**src/rtl/display_scan_driver.sv**
```systemverilog
// display_scan_driver
// Multiplexes NUM_DIGITS BCD digits onto one 7-segment bus.
// Each frame of digits is decoded from a snapshot of bcd_in taken at the start of the frame,
// so a value that changes partway through a frame is never shown torn across digits.
// Segments are still driven during the blank window at the start of each slot. Only dig_sel is
// held off in that window, so the segment lines settle before the next digit is enabled.

module display_scan_driver #(
  parameter int NUM_DIGITS   = 6,
  parameter int SCAN_DIV     = 1000,
  parameter int BLANK_CYCLES = 2,
  parameter int BLINK_FRAMES = 64,
  parameter bit SEG_ACT_LOW  = 1'b0,
  parameter bit DIG_ACT_LOW  = 1'b0
) (
  input  logic                    clk,
  input  logic                    rst,
  input  logic                    en,
  input  logic [4*NUM_DIGITS-1:0] bcd_in,
  input  logic [NUM_DIGITS-1:0]   dp_in,
  input  logic [NUM_DIGITS-1:0]   blink_mask,
  input  logic                    lz_blank,
  output logic [7:0]              seg_out,
  output logic [NUM_DIGITS-1:0]   dig_sel,
  output logic                    frame_done
);

  localparam int CW = (SCAN_DIV > 1) ? $clog2(SCAN_DIV) : 1;
  localparam int IW = (NUM_DIGITS > 1) ? $clog2(NUM_DIGITS) : 1;
  localparam int BW = (BLINK_FRAMES > 1) ? $clog2(BLINK_FRAMES) : 1;

  localparam logic [CW-1:0] SCAN_LAST  = CW'(SCAN_DIV - 1);
  localparam logic [IW-1:0] IDX_LAST   = IW'(NUM_DIGITS - 1);
  localparam logic [BW-1:0] BLINK_LAST = BW'(BLINK_FRAMES - 1);
  localparam logic [CW-1:0] BLANK_END  = CW'(BLANK_CYCLES);

  localparam logic [7:0]            SEG_OFF = {8{SEG_ACT_LOW}};
  localparam logic [NUM_DIGITS-1:0] DIG_OFF = {NUM_DIGITS{DIG_ACT_LOW}};

  logic [CW-1:0]           scan_cnt_q, scan_cnt_d;
  logic [IW-1:0]           idx_q, idx_d;
  logic [BW-1:0]           blink_cnt_q, blink_cnt_d;
  logic                    blink_ph_q, blink_ph_d;
  logic [4*NUM_DIGITS-1:0] snap_q, snap_d;
  logic [7:0]              seg_q, seg_d;
  logic [NUM_DIGITS-1:0]   dig_q, dig_d;
  logic                    frame_done_q, frame_done_d;

  logic                    scan_wrap;
  logic                    frame_end;
  logic                    snap_load;
  logic [4*NUM_DIGITS-1:0] snap_view;
  logic [3:0]              cur_bcd;
  logic                    cur_dp;
  logic                    cur_blink;
  logic                    upper_zero;
  logic                    dark;
  logic [7:0]              seg_act;
  logic [NUM_DIGITS-1:0]   dig_act;

  function automatic logic [6:0] seg_decode(input logic [3:0] v);
    logic [6:0] s;
    case (v)
      4'd0:    s = 7'h3F;
      4'd1:    s = 7'h06;
      4'd2:    s = 7'h5B;
      4'd3:    s = 7'h4F;
      4'd4:    s = 7'h66;
      4'd5:    s = 7'h6D;
      4'd6:    s = 7'h7D;
      4'd7:    s = 7'h07;
      4'd8:    s = 7'h7F;
      4'd9:    s = 7'h6F;
      default: s = 7'h40;
    endcase
    return s;
  endfunction

  assign scan_wrap = (scan_cnt_q == SCAN_LAST);
  assign frame_end = en && scan_wrap && (idx_q == IDX_LAST);
  assign snap_load = en && (idx_q == '0) && (scan_cnt_q == '0);
  // The slot that captures the snapshot already shows the captured value.
  assign snap_view = snap_load ? bcd_in : snap_q;

  // Scan position, blink timebase and frame snapshot: next-state logic.
  always_comb begin
    scan_cnt_d  = scan_cnt_q;
    idx_d       = idx_q;
    blink_cnt_d = blink_cnt_q;
    blink_ph_d  = blink_ph_q;
    snap_d      = snap_q;
    if (en) begin
      if (scan_wrap) begin
        scan_cnt_d = '0;
        idx_d      = (idx_q == IDX_LAST) ? '0 : idx_q + 1'b1;
      end else begin
        scan_cnt_d = scan_cnt_q + 1'b1;
      end
    end
    if (frame_end) begin
      if (blink_cnt_q == BLINK_LAST) begin
        blink_cnt_d = '0;
        blink_ph_d  = ~blink_ph_q;
      end else begin
        blink_cnt_d = blink_cnt_q + 1'b1;
      end
    end
    if (snap_load) begin
      snap_d = bcd_in;
    end
  end

  // Select the active digit and work out whether every digit from it up to the top is zero.
  always_comb begin
    cur_bcd    = 4'd0;
    cur_dp     = 1'b0;
    cur_blink  = 1'b0;
    upper_zero = 1'b1;
    for (int d = 0; d < NUM_DIGITS; d++) begin
      if (int'(idx_q) == d) begin
        cur_bcd   = snap_view[4*d +: 4];
        cur_dp    = dp_in[d];
        cur_blink = blink_mask[d];
      end
      if ((d >= int'(idx_q)) && (snap_view[4*d +: 4] != 4'd0)) begin
        upper_zero = 1'b0;
      end
    end
  end

  // Build the output pattern for the current slot. Polarity is applied last.
  always_comb begin
    dark    = (cur_blink && blink_ph_q) || (lz_blank && (idx_q != '0) && upper_zero);
    seg_act = dark ? 8'h00 : {cur_dp, seg_decode(cur_bcd)};
    dig_act = '0;
    for (int d = 0; d < NUM_DIGITS; d++) begin
      dig_act[d] = (int'(idx_q) == d) && (scan_cnt_q >= BLANK_END);
    end
    seg_d        = SEG_OFF;
    dig_d        = DIG_OFF;
    frame_done_d = 1'b0;
    if (en) begin
      seg_d        = seg_act ^ SEG_OFF;
      dig_d        = dig_act ^ DIG_OFF;
      frame_done_d = frame_end;
    end
  end

  // State and output registers. Reset puts every output at its inactive level.
  always_ff @(posedge clk or posedge rst) begin
    if (rst) begin
      scan_cnt_q   <= '0;
      idx_q        <= '0;
      blink_cnt_q  <= '0;
      blink_ph_q   <= 1'b0;
      snap_q       <= '0;
      seg_q        <= SEG_OFF;
      dig_q        <= DIG_OFF;
      frame_done_q <= 1'b0;
    end else begin
      scan_cnt_q   <= scan_cnt_d;
      idx_q        <= idx_d;
      blink_cnt_q  <= blink_cnt_d;
      blink_ph_q   <= blink_ph_d;
      snap_q       <= snap_d;
      seg_q        <= seg_d;
      dig_q        <= dig_d;
      frame_done_q <= frame_done_d;
    end
  end

  assign seg_out    = seg_q;
  assign dig_sel    = dig_q;
  assign frame_done = frame_done_q;

endmodule

```
**config.mk**
```make
export PLATFORM = sky130hd
export DESIGN_NAME = display_scan_driver
export DESIGN_NICKNAME = d
export VERILOG_FILES = /design/src/rtl/display_scan_driver.sv
export SDC_FILE = /design/constraint.sdc
export NUM_CORES = 1
export LEC_CHECK = 0
export ABC_CLOCK_PERIOD_IN_PS = 4100
export CAP_MARGIN = 20
export CORE_MARGIN = 1
export CORE_UTILIZATION = 47
export CTS_BUF_LIST = sky130_fd_sc_hd__clkbuf_8
export DETAILED_ROUTE_END_ITERATION = 7
export PLACE_DENSITY = 0.75
export SLEW_MARGIN = 30
export SYNTH_ARGS = -nofsm -noshare
export SYNTH_HDL_FRONTEND = slang
export SYNTH_SLANG_ARGS = --single-unit
```
**constraint.sdc**
```tcl
create_clock -name clk -period 4.1 [get_ports clk]
set_input_delay 0.82 -clock clk [delete_from_list [all_inputs] [get_ports clk]]
set_output_delay 0.82 -clock clk [all_outputs]
set_load 0.1 [all_outputs]
```
## Word level (Yosys, flattened, before mapping)

Memory sizes are Yosys's and may differ from the RTL's.
Cells that the tools add are included.

| storage, ports and cells | value |
|---|---|
| input port bits | 40 |
| bits in read-only memories | 112 |
| logic and storage cells | 92 |
| output and inout bits | 15 |
| bits in registers | 59 |
| memories kept | 1 |

| cells by class | value |
|---|---|
| muxes and demuxes | 32 |
| reductions and logical operators | 32 |
| magnitude comparators | 7 |
| bitwise logic cells | 1 |
| $add $sub $neg | 3 |
| eq/ne operators | 8 |

Memories:

| memory | depth | bits a word | read ports | clocked after Yosys merged registers in | wr ports | line | text |
|---|---|---|---|---|---|---|---|
| (no name shown) | 16 | 7 | 1 | 0 | 0 | 63 | `case (v)` |

Operator list:

| kind | number |
|---|---|
| $mux 24 | 1 |
| $mux 4 | 6 |
| $reduce_bool 4->1 | 6 |
| $logic_and 1x1->1 | 19 |
| $mux 1 | 19 |
| $mux 8 | 2 |
| $eq 3x3->1 const B | 5 |
| $mux 6 | 2 |
| $add 10x1->10 const B | 1 |
| $eq 10x10->1 const B | 1 |
| $ge 10x2->1 const B | 1 |
| $logic_not 10->1 | 1 |
| $mux 10 | 1 |
| $add 6x1->6 const B | 1 |
| $eq 6x6->1 const B | 1 |
| $ge 1x3->1 const A | 2 |
| $ge 2x3->1 const A | 2 |
| $ge 3x3->1 const A | 2 |
| $logic_not 3->1 | 2 |
| $reduce_and 2->1 | 2 |
| $add 3x1->3 const B | 1 |
| $eq 3x2->1 const B | 1 |
| $mux 3 | 1 |
| $reduce_bool 3->1 | 1 |
| 2 further kinds | 2 |

## Longest topological paths before layout

| depth | value |
|---|---|
| depth in word-level cells | 16 |
| gate-level depth with buffers | 14 |
| depth with buffers taken out | 12 |

## Worst setup path before layout

OpenSTA, ideal clock, no wires.

| timing | value |
|---|---|
| path kind | input -> register |
| start point | input port en |
| end point | register seg_q[5], in the netlist seg_out[5] |
| stages on the path | 10 |
| setup time | 82 ps |
| slack | 506 ps |
| data required time | 4018 ps |
| buffers on the path | 1 |
| arrival | 3513 ps |
| cell sequence | clkbuf_1 > nand4b_2 > nor3_4 > mux2_2 > a211o_1 > a31oi_4 > inv_1 > ha_1 > or4_1 > a31oi_1 |

| on the way | value |
|---|---|
| word-level cells in the longest chain between the ends | 15 |
| elaborated cells between the ends (all ways) | 32 |
| classes of those cells | 15 x mux; 16 x reduce/logical; 1 x memory |

Ends and longest elaborated chain:

| item | line | text |
|---|---|---|
| start: declaration | 18 | `input logic en,` |
| branches (longest 14 deep; another with $mem_v2 16x7) | - |  |
| $mux 8 * | 142 | `if (en) begin` |
| net seg_d[5] | 45 | `logic [7:0] seg_q, seg_d;` |
| end signal: assignment | 166 | `seg_q <= seg_d;` |
| end: declaration | 45 |  |

Mark *: on every way through the listed nets, which the timed path passes.
A chain may end at the register's enable or synchronous reset.

## Worst setup path after layout

| timing | value |
|---|---|
| start point | register scan_cnt_q[2] |
| end point | register seg_q[1], in the netlist seg_out[1] |

| on the way | value |
|---|---|
| word-level cells in the longest chain between the ends | 15 |
| elaborated cells between the ends (all ways) | 32 |
| classes of those cells | 15 x mux; 16 x reduce/logical; 1 x memory |

Ends and longest elaborated chain:

| item | line | text |
|---|---|---|
| start: declaration | 40 | `logic [CW-1:0] scan_cnt_q, scan_cnt_d;` |
| start signal: assignment | 161 | `scan_cnt_q <= scan_cnt_d;` |
| $logic_not 10->1 * | 81 | `assign snap_load = en && (idx_q == '0) && (scan_cnt_q == '0);` |
| $logic_and 1x1->1 * | 81 |  |
| $mux 24 * | - |  |
| branches (longest 10 deep; another with $mem_v2 16x7) | - |  |
| $mux 8 * | 134 | `seg_act = dark ? 8'h00 : {cur_dp, seg_decode(cur_bcd)};` |
| $mux 8 * | 142 |  |
| net seg_d[1] | 45 |  |

Marks and branches as above.

==> flow_summary.toml <==
[outcome]
status = "finished, final reports clean"

[layout]
layout_commonest_cell = "dfrtp_1"
register_area_um2 = 1480
nets = 471
n_antenna_cell = 0
drive_gt1_share_pct = 12.6
final_cell_mix = "dfrtp_1, clkdlybuf4s50_1, nand2_1"
multi_input_area_um2 = 1790
areaGrowthSynthToFinish_pct = 27.9
fillers = 590

[setup_path]
crit_path_start_kind = "flip-flop"
reg2regPathDepth = 11
path_cells = "or4_1 -> nor3_4 -> buf_4 -> nand2_1 -> nand2_1 -> a221oi_1 -> o31a_1 -> o221a_2 -> ha_1 -> or3_2 -> a21oi_1"
worstPathRequired_ns = 4.38
slowest_delay_ns = 0.78
path_class = "reg2reg"
r2r_slack_ns = 0.47
r2r_start = "scan_cnt_q[2]"
cp-end-kind = "flip-flop"
critPathMostFrequentCell = "nand2_1"
arrival_ns = 3.91
crit_path_max_fanout = 17
critPathSlowestCell = "or4_1"
rr_endpoint = "seg_out[1]"

[cts]
cts_resized = 0
h-tree-depth = 3
cts_tree = "done"
clock-sinks = 59
hold_buffers = 0
clk_latency_ns = 0.35
clockBufferDepth = 2
cts_buffers = 9
cts.clk_slew.worst_paths_ns = 0.07
ctsRootBufferMaster = "clkbuf_8"
post_cts_buffers = 0

[logic_synthesis]
syn_nets = 410
yosys_warnings = 0
async_reset_ff_share_pct = 100
netlist_area_um2 = 3410
synth-edff-count = 0
ys_types = 54
ys_seq_elements = 59
seq_area_frac_synth_pct = 43.3
avgSynthCellArea_um2 = 9.62
synth_cells = 354
synth_ff_type = "dfrtp_1"

[pwr]
p_per_area_nw_per_um2 = 369
peakVddDrop_v = 0.000421
p_leak_nw = 1.98

[timing]
worst_slack_ns = 0.465
max_clock_freq_mhz = 275
fin_skew_ns = 0.0100
tightest_slew_ns = 0.989
hold_viol = 0
rsz0062_at_grt = "no"
fin_crit_sh_pct = 88.7
maxSlewViolCount = 0
maxSlewHeadroom_pct = 33.9
finalSetupViolCount = 0
period_needed_ns = 3.63
finalSetupTns_ns = 0

[detailed_routing]
first_pass_iters = 4
vias = 3002
wl_mm = 8.82
drcViolationCount = 0
drtIter0Drc = 218
wire_per_inst_um = 17.1
via_per_inst = 5.82
drtAntennaViolNets = 0

[hold_path]
hp-class = "reg2reg"
min_from = "blink_ph_q"
hold_depth = 1
hold-path-endpoint = "blink_ph_q"

[global_routing]
grt_max_degree = 48
grt_usage_pct = 25.3
grt_pass1_wl_mm = 14.5
antenna_found_initial = 0
overflow = 0
grt_pass1_vias = 2995

[die]
rows = 30
start_util_pct = 49.3
die-area_um2 = 7590
chipHeight_um = 87.1
core_area_um2 = 6910
die_x_um = 87.1
io_pins = 55

[job]
maxCapViolations = 0

[place]
preCtsSetupSlack_ns = 0.310
io_buffers = 54
place_hpwl_mm = 6.24
gp_congestion = 0.858
-- cell usage after synthesis (all sizes together), types with 3 or more instances --
library cell | number | share of area (%)
o21ai | 13 | 1.9
nand3b | 4 | 0.88
ha | 16 | 5.9
buf | 8 | 1.5
a221oi | 4 | 1.0
nor2 | 24 | 2.6
nand2 | 41 | 4.5
and3 | 5 | 0.92
dfrtp | 59 | 43
nand4 | 18 | 3.3
o31ai | 14 | 3.5
xor2 | 3 | 0.77
nor4 | 9 | 1.7
o2111ai | 4 | 1.0
mux2i | 5 | 1.5
clkbuf | 10 | 1.1
a21oi | 15 | 2.2
nor3 | 10 | 1.9
o211ai | 3 | 0.66
a21o | 3 | 0.66
or4 | 5 | 1.1
inv | 17 | 1.9
a31oi | 7 | 1.7
mux2 | 10 | 3.3
a21boi | 3 | 0.66
nand3 | 9 | 1.5
xnor2 | 8 | 2.1
-- per-stage QoR --
stage	area, um2	util, %	total power, mW	instances	hold WS [ns]
2_1_floorplan	3410	-	0.825	354	0.439
3_3_place_gp	4100	59.3	0.921	500	0.462
3_5_place_dp	4100	59.3	0.926	500	0.473
4_1_cts	4360	63.1	1.61	516	0.485
5_1_grt	4360	63.1	1.67	516	0.534
6_report	4360	63.1	1.61	516	0.481
-- state kept, by name, summed over array words and instances, names as in the netlist --
name and flops:
snap_q 24, scan_cnt_q 10, seg_out 8, blink_cnt_q 6
dig_sel 6, idx_q 3, blink_ph_q 1, frame_done 1
-- logic make-up after synthesis --
family | count (synthesis) | synth area share, %
DFF | 59 | 43.3
and+or+nand+nor | 134 | 20.6
buffers and inverters | 36 | 4.63
muxes | 15 | 4.77
adders and majority gates | 16 | 5.88
xor gates and xnor gates | 11 | 2.83
AOI/OAI and AO/OA | 83 | 18.0
-- layout make-up --
class	count	area share [%]
repair buffers	68	14.8
clock buffers	12	3.79
clock inverters	4	2.18
flip-flops and latches	59	33.9
well taps	96	2.76
inverters	18	1.61
multi-input cells	259	41.0
-- routing by layer --
layer  GRT usage, %  part of all wire [%]  up-vias
met5              0                     0        -
met4           10.9                   3.2        0
met3           5.78                   4.6       23
met2           43.0                    49       99
met1           30.9                    43     1450
li1               -                     -     1430
-- worst max-delay path by stage --
stage | to | startpoint | cells after the start | slack (ns)
CTS | seg_out[1] | scan_cnt_q[2] | 11 | 0.50
floorplan | seg_out[5] | en | 10 | 0.51
detailed placement | seg_out[1] | en | 11 | 0.31
global route | seg_out[1] | scan_cnt_q[2] | 11 | 0.28
finish | seg_out[1] | scan_cnt_q[2] | 11 | 0.47
global placement | seg_out[1] | en | 11 | 0.37
-- critical path: cells and delay by family, from the launching register on --
| kind | cells | cell delay [ns] |
|---|---|---|
| flip-flops | 1 | 0.47 |
| AO/OA/AOI/OAI | 4 | 0.84 |
| adder cells (fa/ha/maj) | 1 | 0.29 |
| buffers and inverters | 1 | 0.26 |
| AND/OR/NAND/NOR | 5 | 1.70 |
-- power by group --
group | switching [mW] | internal [mW]
logic | 0.168 | 0.0987
registers | 0.0440 | 0.610
clock network | 0.237 | 0.453
(Power assumes the default switching activity.)
==> RTL change: new RTL, same settings <==
`SEG_ACT_LOW`: 1'b0 -> 1'b1.
--- a/src/rtl/display_scan_driver.sv
+++ b/src/rtl/display_scan_driver.sv
@@ -10,7 +10,7 @@
   parameter int SCAN_DIV     = 1000,
   parameter int BLANK_CYCLES = 2,
   parameter int BLINK_FRAMES = 64,
-  parameter bit SEG_ACT_LOW  = 1'b0,
+  parameter bit SEG_ACT_LOW  = 1'b1,
   parameter bit DIG_ACT_LOW  = 1'b0
 ) (
   input  logic                    clk,
Formal check against the unedited RTL: not equivalent (a bounded check fails within 4 cycles, from zero or initial values and one cycle with rst high).
==> RTL change against the original RTL <==
- final cell count up 1.4%
- highest routed layer unchanged
- sequential power up 4.4%
- combinational power increased by 36%
- synthesized cell count grew 1.1%
- total power rose by 1.2%
- final area increased by 0.55%
- sequential cell count is the same
- die area grew 2.3%
- utilization down 2.4 points
- routed wire length grew 3.1%
- area after synthesis is 2.4% higher
- setup slack better by 0.20 ns
- non-clock buffer count increased by 1
==> RTL change: results (changes against the original RTL) <==
<table>
<tr><th>Metric</th><th>Value</th></tr>
<tr><th colspan="2">Status</th></tr>
<tr><td>Run status</td><td>finished, final reports clean (unchanged)</td></tr>
<tr><th colspan="2">Placed design</th></tr>
<tr><td>Standard cell area after detailed placement</td><td>4170 µm² (was 4100 µm²)</td></tr>
<tr><td>Placed cell count</td><td>508 (was 500)</td></tr>
<tr><td>Final HPWL from detailed placement</td><td>6750 µm (was 6240 µm)</td></tr>
<tr><th colspan="2">GRT</th></tr>
<tr><td>First-pass GRT wire length</td><td>14400 µm (was 14500 µm)</td></tr>
<tr><td>Pin count of the biggest net entering global routing</td><td>34 (was 48)</td></tr>
<tr><td>All-layer global routing usage</td><td>25.5% (was 25.3%)</td></tr>
<tr><td>Vias in the first global route</td><td>3037 (was 2995)</td></tr>
<tr><th colspan="2">Synth</th></tr>
<tr><td>Syn Area/Cell</td><td>9.74 µm² (was 9.62 µm²)</td></tr>
<tr><td>Leading cell types by count after synthesis</td><td>sky130_fd_sc_hd__dfrtp_1 (51), sky130_fd_sc_hd__inv_1 (36), sky130_fd_sc_hd__nand2_1 (28) (was sky130_fd_sc_hd__dfrtp_1 (59), sky130_fd_sc_hd__nand2_1 (41), sky130_fd_sc_hd__nor2_1 (24))</td></tr>
<tr><td>Count of distinct cell types in the synthesized netlist</td><td>63 (was 54)</td></tr>
<tr><td>Largest cells by area after synthesis</td><td>sky130_fd_sc_hd__dfrtp_1 (37%), sky130_fd_sc_hd__dfstp_2 (6.0%), sky130_fd_sc_hd__ha_1 (5.7%) (was sky130_fd_sc_hd__dfrtp_1 (43%), sky130_fd_sc_hd__ha_1 (5.9%), sky130_fd_sc_hd__nand2_1 (4.5%))</td></tr>
<tr><td>Post-synthesis adder-cell area fraction</td><td>5.74% (was 5.88%)</td></tr>
<tr><td>Sequential fraction of the synthesis area</td><td>42.6% (was 43.3%)</td></tr>
<tr><td>XOR/XNOR share of the synthesized area</td><td>3.01% (was 2.83%)</td></tr>
<tr><td>Area fraction in compound gates after synthesis</td><td>16.8% (was 18.0%)</td></tr>
<tr><th colspan="2">Critical path</th></tr>
<tr><td>Cell class contributing the biggest share of worst-path delay</td><td>compound AO/OA/AOI/OAI gates (was simple AND/OR/NAND/NOR gates)</td></tr>
<tr><td>Critical Path Slowest Stage Cell</td><td>sky130_fd_sc_hd__clkdlybuf4s50_1 (was sky130_fd_sc_hd__or4_1)</td></tr>
<tr><td>Worst Path Arrival</td><td>3.68 ns (was 3.91 ns)</td></tr>
<tr><th colspan="2">Drt</th></tr>
<tr><td>Count of routing violations after the opening detailed-route iteration</td><td>202 (was 218)</td></tr>
<tr><td>Routed vias/inst</td><td>5.85 (was 5.82)</td></tr>
<tr><td>Wire length per cell</td><td>17.4 µm (was 17.1 µm)</td></tr>
<tr><td>Number of vias after detailed routing</td><td>3059 (was 3002)</td></tr>
<tr><th colspan="2">STA</th></tr>
<tr><td>Setup skew after layout</td><td>0.00735 ns (was 0.0100 ns)</td></tr>
<tr><th colspan="2">Final layout</th></tr>
<tr><td>Number of filler instances in the final layout</td><td>635 (was 590)</td></tr>
</table>
-- RTL change: changes by cell type after synthesis, sizes merged, moves of 8 or more --
cell   change
dfstp      +8
nand2     -13
inv       +19
mux2i      +9
dfrtp      -8
-- RTL change: worst paths after layout --
path                                 from              to  slack, ns  cells past startpoint
max                                    en      seg_out[3]       0.67                     11
max reg2reg                      idx_q[1]      seg_out[3]       0.77                     12
min in group asynchronous             rst      dig_sel[4]       0.90                      2
min reg2reg                blink_cnt_q[1]  blink_cnt_q[1]       0.50                      2
max in group asynchronous             rst      seg_out[1]       2.47                      3
min                        blink_cnt_q[1]  blink_cnt_q[1]       0.50                      2
-- RTL change: final cells by class --
cell class	instances	area share (%)
tap	99	2.83
clock buffer	10	3.14
multi-input combinational	245	40.3
sequential	59	33.9
clock inverter	5	1.77
timing repair buffer	69	14.9
inverter	36	3.08
-- RTL change: tightest hold or removal path, delay by kind of cell (launching register included) --
family | cells | cell delay (ns)
flip-flops | 1 | 0.36
AND/OR/NAND/NOR | 2 | 0.12
-- RTL change: per-layer routing --
metal,share of wire [%],routed length [µm],global-route usage [%],vias up
met1,40,3660,28.6,1464
li1,-,-,-,1432
met5,0,0,0,-
met2,49,4480,44.9,122
met3,5.9,534,5.37,41
met4,4.5,405,14.5,0
-- RTL change: kinds of logic (layout without fill, tap and decap cells) --
| kind of cell | Yosys count | after routing |
|---|---|---|
| muxes | 19 | 19 |
| adders and majority gates | 16 | 16 |
| AOI/OAI and AO/OA | 78 | 78 |
| xor gates and xnor gates | 12 | 12 |
| and+or+nand+nor | 120 | 120 |
| buffers and inverters | 54 | 120 |
| DFF | 59 | 59 |
-- RTL change: where the power goes --
group	switching, mW	total, mW	leakage, nW	internal (mW)
clock	0.232	0.585	0.108	0.353
combinational	0.218	0.362	1.28	0.144
sequential	0.0591	0.683	0.773	0.624
